File: src/rtl/mult_div_unit_pkg.sv
// mult_div_unit_pkg: shared definitions for the multiply/divide unit.
// Holds the FSM state encoding, the default datapath widths and the
// R-type funct codes the control unit decodes to raise mult_start/div_start.
package mult_div_unit_pkg;

    localparam int DATA_W = 32;
    localparam int CNT_W  = 6;

    // R-type funct field values for mult and div.
    localparam logic [5:0] FUNCT_MULT = 6'b011000;
    localparam logic [5:0] FUNCT_DIV  = 6'b011010;

    typedef enum logic [1:0] {
        IDLE = 2'd0,
        MULT = 2'd1,
        DIV  = 2'd2,
        FIX  = 2'd3
    } mdu_state_e;

endpackage

File: src/rtl/mult_div_unit_div_core.sv
// div_core: restoring-division iteration datapath (unsigned magnitudes).
// Ports:
//   clock, reset  - rising-edge clock, synchronous active-high reset
//   load          - latch dividend/divisor magnitudes, clear remainder/counter
//   step          - perform one shift/trial-subtract/select iteration
//   dividend_mag  - |dividend| as an unsigned DATA_W value (2^(DATA_W-1) exact)
//   divisor_mag   - |divisor| held in DATA_W+1 bits
//   quo, rem      - current quotient / remainder magnitudes
//   last          - high while the iteration being performed is the final one
module div_core #(
    parameter int DATA_W = mult_div_unit_pkg::DATA_W,
    parameter int CNT_W  = mult_div_unit_pkg::CNT_W
) (
    input  logic              clock,
    input  logic              reset,
    input  logic              load,
    input  logic              step,
    input  logic [DATA_W-1:0] dividend_mag,
    input  logic [DATA_W:0]   divisor_mag,
    output logic [DATA_W-1:0] quo,
    output logic [DATA_W-1:0] rem,
    output logic              last
);

    logic [DATA_W-1:0] quo_q, quo_d;
    logic [DATA_W-1:0] rem_q, rem_d;
    logic [DATA_W:0]   dsr_q, dsr_d;
    logic [CNT_W-1:0]  cnt_q, cnt_d;
    logic [DATA_W:0]   shifted;
    logic              take;

    always_comb begin
        quo_d   = quo_q;
        rem_d   = rem_q;
        dsr_d   = dsr_q;
        cnt_d   = cnt_q;
        // Shift the next dividend bit into the partial remainder.
        shifted = {rem_q, quo_q[DATA_W-1]};
        // Trial subtraction succeeds when the difference would be non-negative.
        take    = (shifted >= dsr_q);
        if (load) begin
            quo_d = dividend_mag;
            rem_d = '0;
            dsr_d = divisor_mag;
            cnt_d = '0;
        end else if (step) begin
            // A kept remainder is always below the divisor, so DATA_W bits suffice.
            rem_d = take ? DATA_W'(shifted - dsr_q) : shifted[DATA_W-1:0];
            quo_d = {quo_q[DATA_W-2:0], take};
            cnt_d = cnt_q + 1'b1;
        end
    end

    always_ff @(posedge clock) begin
        if (reset) begin
            quo_q <= '0;
            rem_q <= '0;
            dsr_q <= '0;
            cnt_q <= '0;
        end else begin
            quo_q <= quo_d;
            rem_q <= rem_d;
            dsr_q <= dsr_d;
            cnt_q <= cnt_d;
        end
    end

    assign quo  = quo_q;
    assign rem  = rem_q;
    assign last = (cnt_q == CNT_W'(DATA_W - 1));

endmodule

File: src/rtl/mult_div_unit.sv
// mult_div_unit: sequential signed multiply (radix-2 Booth) and signed
// divide (restoring, via div_core) producing the HI/LO registers.
// Ports:
//   clock, reset          - rising-edge clock, synchronous active-high reset
//   a_in, b_in            - operands from the A/B registers
//   mult_start, div_start - one-cycle operation requests
//   busy                  - operation in progress
//   done                  - one-cycle completion (or divide-by-zero) pulse
//   div_zero              - one-cycle pulse with done when the divisor is zero
//   hi_out, lo_out        - HI/LO result registers
//
// Handshake: a start pulse is accepted only on an edge where busy=0
// (mult_start wins if both are high); the operands are sampled on that edge
// only. Starts seen while busy=1 are dropped. Completion is signalled by a
// single-cycle done, after which busy is already low and a new start may be
// presented in the same cycle done is visible.
module mult_div_unit #(
    parameter int DATA_W = mult_div_unit_pkg::DATA_W,
    parameter int CNT_W  = mult_div_unit_pkg::CNT_W
) (
    input  logic              clock,
    input  logic              reset,
    input  logic [DATA_W-1:0] a_in,
    input  logic [DATA_W-1:0] b_in,
    input  logic              mult_start,
    input  logic              div_start,
    output logic              busy,
    output logic              done,
    output logic              div_zero,
    output logic [DATA_W-1:0] hi_out,
    output logic [DATA_W-1:0] lo_out
);

    import mult_div_unit_pkg::*;

    mdu_state_e        state_q, state_d;
    logic [CNT_W-1:0]  cnt_q, cnt_d;
    // Booth registers: acc and M carry an extra sign bit so acc-M cannot
    // overflow when M is the most negative value.
    logic [DATA_W:0]   acc_q, acc_d;
    logic [DATA_W:0]   m_q, m_d;
    logic [DATA_W-1:0] q_q, q_d;
    logic              qm1_q, qm1_d;
    logic              a_neg_q, a_neg_d;
    logic              q_neg_q, q_neg_d;
    logic [DATA_W-1:0] hi_q, hi_d;
    logic [DATA_W-1:0] lo_q, lo_d;
    logic              done_q, done_d;
    logic              dz_q, dz_d;

    logic [DATA_W:0]   booth_sum;
    logic [DATA_W-1:0] a_mag;
    logic [DATA_W:0]   b_mag;
    logic              div_load;
    logic              div_step;
    logic [DATA_W-1:0] div_quo;
    logic [DATA_W-1:0] div_rem;
    logic              div_last;

    // Unsigned magnitudes; negating the most negative value yields its exact
    // unsigned magnitude.
    assign a_mag = a_in[DATA_W-1] ? (~a_in + 1'b1) : a_in;
    assign b_mag = {1'b0, (b_in[DATA_W-1] ? (~b_in + 1'b1) : b_in)};

    always_comb begin
        state_d   = state_q;
        cnt_d     = cnt_q;
        acc_d     = acc_q;
        m_d       = m_q;
        q_d       = q_q;
        qm1_d     = qm1_q;
        a_neg_d   = a_neg_q;
        q_neg_d   = q_neg_q;
        hi_d      = hi_q;
        lo_d      = lo_q;
        done_d    = 1'b0;
        dz_d      = 1'b0;
        div_load  = 1'b0;
        div_step  = 1'b0;
        booth_sum = acc_q;

        case (state_q)
            IDLE: begin
                if (mult_start) begin
                    acc_d   = '0;
                    q_d     = b_in;
                    qm1_d   = 1'b0;
                    m_d     = {a_in[DATA_W-1], a_in};
                    cnt_d   = '0;
                    state_d = MULT;
                end else if (div_start) begin
                    if (b_in != '0) begin
                        div_load = 1'b1;
                        a_neg_d  = a_in[DATA_W-1];
                        q_neg_d  = a_in[DATA_W-1] ^ b_in[DATA_W-1];
                        state_d  = DIV;
                    end else begin
                        done_d = 1'b1;
                        dz_d   = 1'b1;
                    end
                end
            end

            MULT: begin
                case ({q_q[0], qm1_q})
                    2'b01:   booth_sum = acc_q + m_q;
                    2'b10:   booth_sum = acc_q - m_q;
                    default: booth_sum = acc_q;
                endcase
                // Arithmetic right shift of {acc, Q, Q-1}.
                acc_d = {booth_sum[DATA_W], booth_sum[DATA_W:1]};
                q_d   = {booth_sum[0], q_q[DATA_W-1:1]};
                qm1_d = q_q[0];
                cnt_d = cnt_q + 1'b1;
                if (cnt_q == CNT_W'(DATA_W - 1)) begin
                    hi_d    = acc_d[DATA_W-1:0];
                    lo_d    = q_d;
                    done_d  = 1'b1;
                    state_d = IDLE;
                end
            end

            DIV: begin
                div_step = 1'b1;
                if (div_last) begin
                    state_d = FIX;
                end
            end

            FIX: begin
                // Truncating division: quotient sign from the operand signs,
                // remainder sign from the dividend.
                lo_d    = q_neg_q ? (~div_quo + 1'b1) : div_quo;
                hi_d    = a_neg_q ? (~div_rem + 1'b1) : div_rem;
                done_d  = 1'b1;
                state_d = IDLE;
            end

            default: state_d = IDLE;
        endcase
    end

    always_ff @(posedge clock) begin
        if (reset) begin
            state_q <= IDLE;
            cnt_q   <= '0;
            acc_q   <= '0;
            m_q     <= '0;
            q_q     <= '0;
            qm1_q   <= 1'b0;
            a_neg_q <= 1'b0;
            q_neg_q <= 1'b0;
            hi_q    <= '0;
            lo_q    <= '0;
            done_q  <= 1'b0;
            dz_q    <= 1'b0;
        end else begin
            state_q <= state_d;
            cnt_q   <= cnt_d;
            acc_q   <= acc_d;
            m_q     <= m_d;
            q_q     <= q_d;
            qm1_q   <= qm1_d;
            a_neg_q <= a_neg_d;
            q_neg_q <= q_neg_d;
            hi_q    <= hi_d;
            lo_q    <= lo_d;
            done_q  <= done_d;
            dz_q    <= dz_d;
        end
    end

    div_core #(
        .DATA_W (DATA_W),
        .CNT_W  (CNT_W)
    ) u_div_core (
        .clock        (clock),
        .reset        (reset),
        .load         (div_load),
        .step         (div_step),
        .dividend_mag (a_mag),
        .divisor_mag  (b_mag),
        .quo          (div_quo),
        .rem          (div_rem),
        .last         (div_last)
    );

    assign busy     = (state_q != IDLE);
    assign done     = done_q;
    assign div_zero = dz_q;
    assign hi_out   = hi_q;
    assign lo_out   = lo_q;

endmodule

File: config.mk
export PLATFORM = sky130hd
export DESIGN_NAME = mult_div_unit
export DESIGN_NICKNAME = d
export VERILOG_FILES = /design/src/rtl/mult_div_unit_pkg.sv /design/src/rtl/mult_div_unit_div_core.sv /design/src/rtl/mult_div_unit.sv
export SDC_FILE = /design/constraint.sdc
export NUM_CORES = 1
export LEC_CHECK = 0
export BUFFER_PORTS_ARGS = -buffer_cell sky130_fd_sc_hd__clkbuf_2
export CAP_MARGIN = 20
export CORE_MARGIN = 8
export CORE_UTILIZATION = 46
export DETAILED_ROUTE_END_ITERATION = 6
export MAX_ROUTING_LAYER = met4
export PLACE_DENSITY = 0.7
export REMOVE_ABC_BUFFERS = 1
export SYNTH_ARGS = -nofsm -noshare
export SYNTH_HDL_FRONTEND = slang
export SYNTH_SLANG_ARGS = --single-unit
File: constraint.sdc
create_clock -name clock -period 8.77 [get_ports clock]
set_input_delay 1.3155 -clock clock [delete_from_list [all_inputs] [get_ports clock]]
set_output_delay 1.3155 -clock clock [all_outputs]
set_load 0.02 [all_outputs]
# ---- After elaboration in Yosys (flattened, before gate mapping)
# Index checks and enable logic that the tools add are counted.
dict set report word_totals {
  reg_bits 276
  elab_cells 94
}
dict set report classes {
  n_addsub 9
  n_reduce_logical 13
  n_bitwise 7
  mux 36
  n_eq_ne 12
  n_lt_le_gt_ge 1
}
# operator n
set ops {}
lappend ops {{$mux W32} 10}
lappend ops {{$pmux W32 S2} 3}
lappend ops {{$pmux W33 S2} 2}
lappend ops {{$add A32 B1 Y32 const B} 4}
lappend ops {{$not A32 Y32} 4}
lappend ops {{$add A33 B33 Y33} 1}
lappend ops {{$ge A33 B32 Y1} 1}
lappend ops {{$mux W33} 1}
lappend ops {{$sub A33 B33 Y33} 1}
lappend ops {{$reduce_bool A32 Y1} 1}
lappend ops {{$sub A32 B32 Y32} 1}
lappend ops {{$add A6 B1 Y6 const B} 2}
lappend ops {{$eq A6 B5 Y1 const B} 2}
lappend ops {{$pmux W6 S2} 1}
lappend ops {{$mux W1} 10}
lappend ops {{$mux W2} 5}
lappend ops {{$pmux W2 S4} 1}
lappend ops {{$reduce_and A4 Y1} 2}
lappend ops {{$reduce_bool A2 Y1} 4}
lappend ops {{$eq A2 B2 Y1 const B} 3}
lappend ops {{$mux W6} 1}
lappend ops {{$ne A2 B2 Y1 const B} 3}
lappend ops {{$ne A3 B3 Y1 const B} 2}
lappend ops {{$reduce_and A2 Y1} 3}
lappend ops {{7 further kinds} 10}

# ---- Logic depth before layout (Yosys ltp)
dict set report depth {
  word_depth 6
  depth_mapped 20
  mapped_depth_nobuf 19
}

# ---- Modules after synthesis
# Synthesis repeated with hierarchy kept, for this count alone.
dict set report unflattened {
  hier_cells 2440
  area_unflattened_um2 18524.0
}
# module cells_each n_inst area_per_inst_um2 seq_area_each_um2
set modules_own_cells {}
lappend modules_own_cells {mult_div_unit 1670 1 12283.0 3463.3}
lappend modules_own_cells {div_core 770 1 6241.0 2062.0}

# ---- Worst setup path before layout
# OpenSTA, ideal clock, no wires.
dict set report synth_timing {
  kind {reg-to-reg}
  startpoint {reg m_q[0]}
  endpoint {reg acc_q[29]}
  period_less_slack_ns 4.494
  path_stages_with_launch 17
  arrival_time_ns 4.361
  setup_time_ns 0.133
  path_slack_ns 4.276
  path_cell_list {dfxtp_1 > inv_1 > ha_1 > or4b_2 > or4_1 > nor2b_1 > xnor2_1 > ha_1 > and3_1 > a221o_1 > a21o_1 > a41o_1 > a31oi_1 > o31ai_1 > a2111oi_0 > mux2i_1 > a31oi_1}
}
dict set report synth_via {
  elab_chain_cells 3
}
# element line
set synth_rtl {}
lappend synth_rtl {{from (decl)} mult_div_unit.sv:41} ;# logic [DATA_W:0] m_q, m_d;
lappend synth_rtl {{from (signal assigned)} mult_div_unit.sv:161} ;# m_q <= m_d;
lappend synth_rtl {{$sub A33 B33 Y33 / $add A33 B33 Y33 (equally long branches)} {mult_div_unit.sv:107, mult_div_unit.sv:106}}
lappend synth_rtl {{$pmux W33 S2 (*)} mult_div_unit.sv:105} ;# case ({q_q[0], qm1_q})
lappend synth_rtl {{$pmux W33 S2 (*)} mult_div_unit.sv:82} ;# case (state_q)
lappend synth_rtl {{to (signal assigned)} mult_div_unit.sv:147} ;# acc_q <= '0;
lappend synth_rtl {{to (signal assigned)} mult_div_unit.sv:160} ;# acc_q <= acc_d;
lappend synth_rtl {{to (decl)} mult_div_unit.sv:40} ;# logic [DATA_W:0] acc_q, acc_d;
# Every way passes the cells marked *; elsewhere a longest branch is shown, timed or not.
# A chain may end at the register's enable or synchronous reset.

# ---- Final worst setup path
dict set report layout_timing {
  startpoint {reg m_q[2]}
  endpoint {reg hi_q[30], in the netlist hi_out[30]}
}
dict set report layout_via {
  elab_chain_cells 4
}
# element line
set layout_rtl {}
lappend layout_rtl {{$sub A33 B33 Y33 / $add A33 B33 Y33 (equally long branches)} {mult_div_unit.sv:107, mult_div_unit.sv:106}}
lappend layout_rtl {{$pmux W33 S2 (*)} mult_div_unit.sv:105}
lappend layout_rtl {{$mux W32 (*)} mult_div_unit.sv:115} ;# if (cnt_q == CNT_W'(DATA_W - 1)) begin
lappend layout_rtl {{$pmux W32 S2 (*)} mult_div_unit.sv:82}
lappend layout_rtl {{to (signal assigned)} mult_div_unit.sv:166} ;# hi_q <= hi_d;
lappend layout_rtl {{to (decl)} mult_div_unit.sv:46} ;# logic [DATA_W-1:0] hi_q, hi_d;
# Every way passes the cells marked *; elsewhere a longest branch is shown, timed or not. The select of a mux whose other input is x is not followed.

==> impl_metrics.toml <==
[detailed_routing]
first_pass_iters = 6
vias = 18600
wl_per_cell_um = 20.5
ant_nets = 0
drc = 0
routed_wl_um = 62500
drt-initial-drc-count = 1736
via_per_inst = 6.10

[floorplanning]
fp.coreArea_um2 = 39600
std_cell_rows = 73
boundaryPins = 135
dieWidth_um = 216
die_y_um = 216
start_util = 0.466
dieArea_um2 = 46800

[grt]
grt-ovfl-total = 0
grtUsageTotal = 0.260
grt_max_degree = 111
grt_pass1_wl_um = 96900
antenna_found_initial = 0
grt_pass1_vias = 17300

[finish]
layout_common_cells = "nand2_1 (367), dfxtp_1 (274), nor2_1 (256)"
nNetsFinal = 2648
drive_gt1_frac = 0.0966
num_antenna_cells = 0
area_growth_pct = 10.7
final_area_um2 = 20400
layout_commonest_cell = "nand2_1"
final_cells = 3052

[synthesis]
yosysTopAreaCell = "dfxtp_1"
ys.flop_type = "dfxtp_1"
avgSynthCellArea_um2 = 7.43
ys_seq_area_frac = 0.298
syn_inst = 2485
synth_cell_types = 69
yosys.area.top_type_share = 0.298
synthTopCellsByArea = "dfxtp_1 (30%), nand2_1 (7.5%), a21oi_1 (6.5%), xnor2_1 (6.2%), nor2_1 (5.2%)"
ys_ff_latch = 275
ys_warn_count = 0
async_flop_share = 0
syn-cell-area_um2 = 18500
synth_edf_count = 0

[worst_hold_path]
hold_path_class = "reg2reg"

[worst_setup_path]
critPathBufInv = 0
critical_path.startpoint = "m_q[2]$_SDFFE_PP0P_"
path_cells = "nor2_1 -> nor4b_1 -> nor3b_1 -> nand2_1 -> nor2_1 -> nand2_1 -> nor2_1 -> a21oi_1 -> xnor2_1 -> ha_1 -> a21oi_1 -> o21bai_1 -> a21o_1 -> a21oi_1 -> o21ai_0 -> or3_1 -> a21boi_0 -> o21ai_0"
cp.depth = 18
worstPathRequired_ns = 9.19
crit_fanout = 9
slowest_delay_ns = 0.61
reg2reg_from = "m_q[2]$_SDFFE_PP0P_"
r2r_cells = 18
cp-endpoint = "hi_out[30]$_SDFFE_PP0P_"
worst_path_max_delay_cell = "nor4b_1"
critPathLaunchType = "register"
r2r_slack_ns = 3.85
cp-end-kind = "register"
crit_type = "reg2reg"
crit_family = "simple AND/OR/NAND/NOR gates"
r2r-end = "hi_out[30]$_SDFFE_PP0P_"
arrival_ns = 5.33

[place]
dpl_cell_area_um2 = 19300
place_ws_ns = 3.64
place.gp.congestion = 0.954
hpwl_um = 46400
dp.cells = 2994
portBuffers = 134

[clock_tree]
tritoncts = "done"
cts_made_buffers = 34
clockBufferDepth = 3
hold_buffers = 0
clock_latency_ns = 0.55
cts.repair.resized = 0
root_buffer = "clkbuf_16"
cts_max_level = 2
post_cts_buffers = 0
clk_pin_slew_ns = 0.06
cts_num_sinks = 275

[power_and_ir_drop]
cellLeakagePower_nw = 7.92
powerDensity_nw_per_um2 = 216
total_power_mw = 4.42
peakVddDrop_mv = 0.149

[run]
maxCapViolations = 0

[timing]
hold_viol = 0
tns_ns = 0
setup_ws_ns = 3.85
post-route-period-util = 0.561
maxSlewHeadroom = 0.296
period_minus_slack_ns = 4.92
rsz0062_at_grt = "no"
fmax_ghz = 0.203
drv_slew = 0
skew_ns = 0.0162
tightest_slew_ns = 1.05
setup_viol = 0

[run_status]
status = "finished clean"
## metrics by stage
step / util / hold WS [ns]
floorplan: - / 0.426
global placement: 0.488 / 0.439
detailed placement: 0.488 / 0.443
CTS: 0.515 / 0.455
global route: 0.516 / 0.479
finish: 0.516 / 0.455
## area by class of cell
cell class	count	area [µm²]
tap	525	657
sequential	275	5510
timing repair buffer	157	855
fill	3900	19200
multi-input combinational	1962	12100
clock buffer	48	985
inverter	76	285
clock inverter	9	98.8
## worst register-to-register path: cells and delay by family, from the launching register on
family,cells,cell delay (ns)
DFF,1,0.35
and+or+nand+nor,8,2.30
AOI/OAI and AO/OA,8,1.46
adders and majority gates,1,0.39
xor gates and xnor gates,1,0.29
## metal layers
layer / global-route usage / up-vias / part of all wire
met5: - / - / 0
met2: 0.414 / 665 / 0.46
met1: 0.345 / 8880 / 0.45
met4: 0.0737 / 0 / 0.026
met3: 0.0308 / 96 / 0.066
li1: - / 8971 / -
## cell usage after synthesis, drive strengths merged, types with 61 or more instances
library cell,n
ha,72
xor2,61
dfxtp,275
a311oi,68
o21ai,116
inv,76
a21oi,239
xnor2,130
a211oi,81
nand2,370
nor2,257
clkbuf,159
## cell families after synthesis
logic type / Yosys count / share of synthesized area
AOI/OAI and AO/OA: 752 / 0.268
xor gates and xnor gates: 191 / 0.0906
adders and majority gates: 74 / 0.0510
buffers and inverters: 248 / 0.0508
DFF: 275 / 0.298
muxes: 33 / 0.0181
and+or+nand+nor: 912 / 0.223
## worst min-delay path by stage
stage                                       from                           endpoint  slack, ns  cells past startpoint
3_5_place_dp              lo_out[6]$_SDFFE_PP0P_             lo_out[6]$_SDFFE_PP0P_       0.44                      2
4_1_cts                  hi_out[11]$_SDFFE_PP0P_            hi_out[11]$_SDFFE_PP0P_       0.45                      2
5_1_grt                  lo_out[10]$_SDFFE_PP0P_            lo_out[10]$_SDFFE_PP0P_       0.48                      2
3_3_place_gp              lo_out[6]$_SDFFE_PP0P_             lo_out[6]$_SDFFE_PP0P_       0.44                      2
2_1_floorplan  u_div_core.dsr_q[21]$_SDFFE_PP0P_  u_div_core.dsr_q[21]$_SDFFE_PP0P_       0.43                      2
6_report                 hi_out[11]$_SDFFE_PP0P_            hi_out[11]$_SDFFE_PP0P_       0.45                      2
## state kept, by name, summed over array words and instances (netlist names), 2 cells and up
| register | flops |
|---|---|
| acc_q | 32 |
| cnt_q | 6 |
| hi_out | 32 |
| lo_out | 32 |
| m_q | 32 |
| q_q | 32 |
| state_q | 2 |
| u_div_core.cnt_q | 6 |
| u_div_core.dsr_q | 32 |
| u_div_core.quo | 32 |
| u_div_core.rem | 32 |
## power breakdown
part / switching, mW / internal (mW)
registers: 0.122 / 1.35
logic: 0.993 / 0.564
clock network: 0.578 / 0.815
Note: power is estimated with default switching activity, not from simulation.
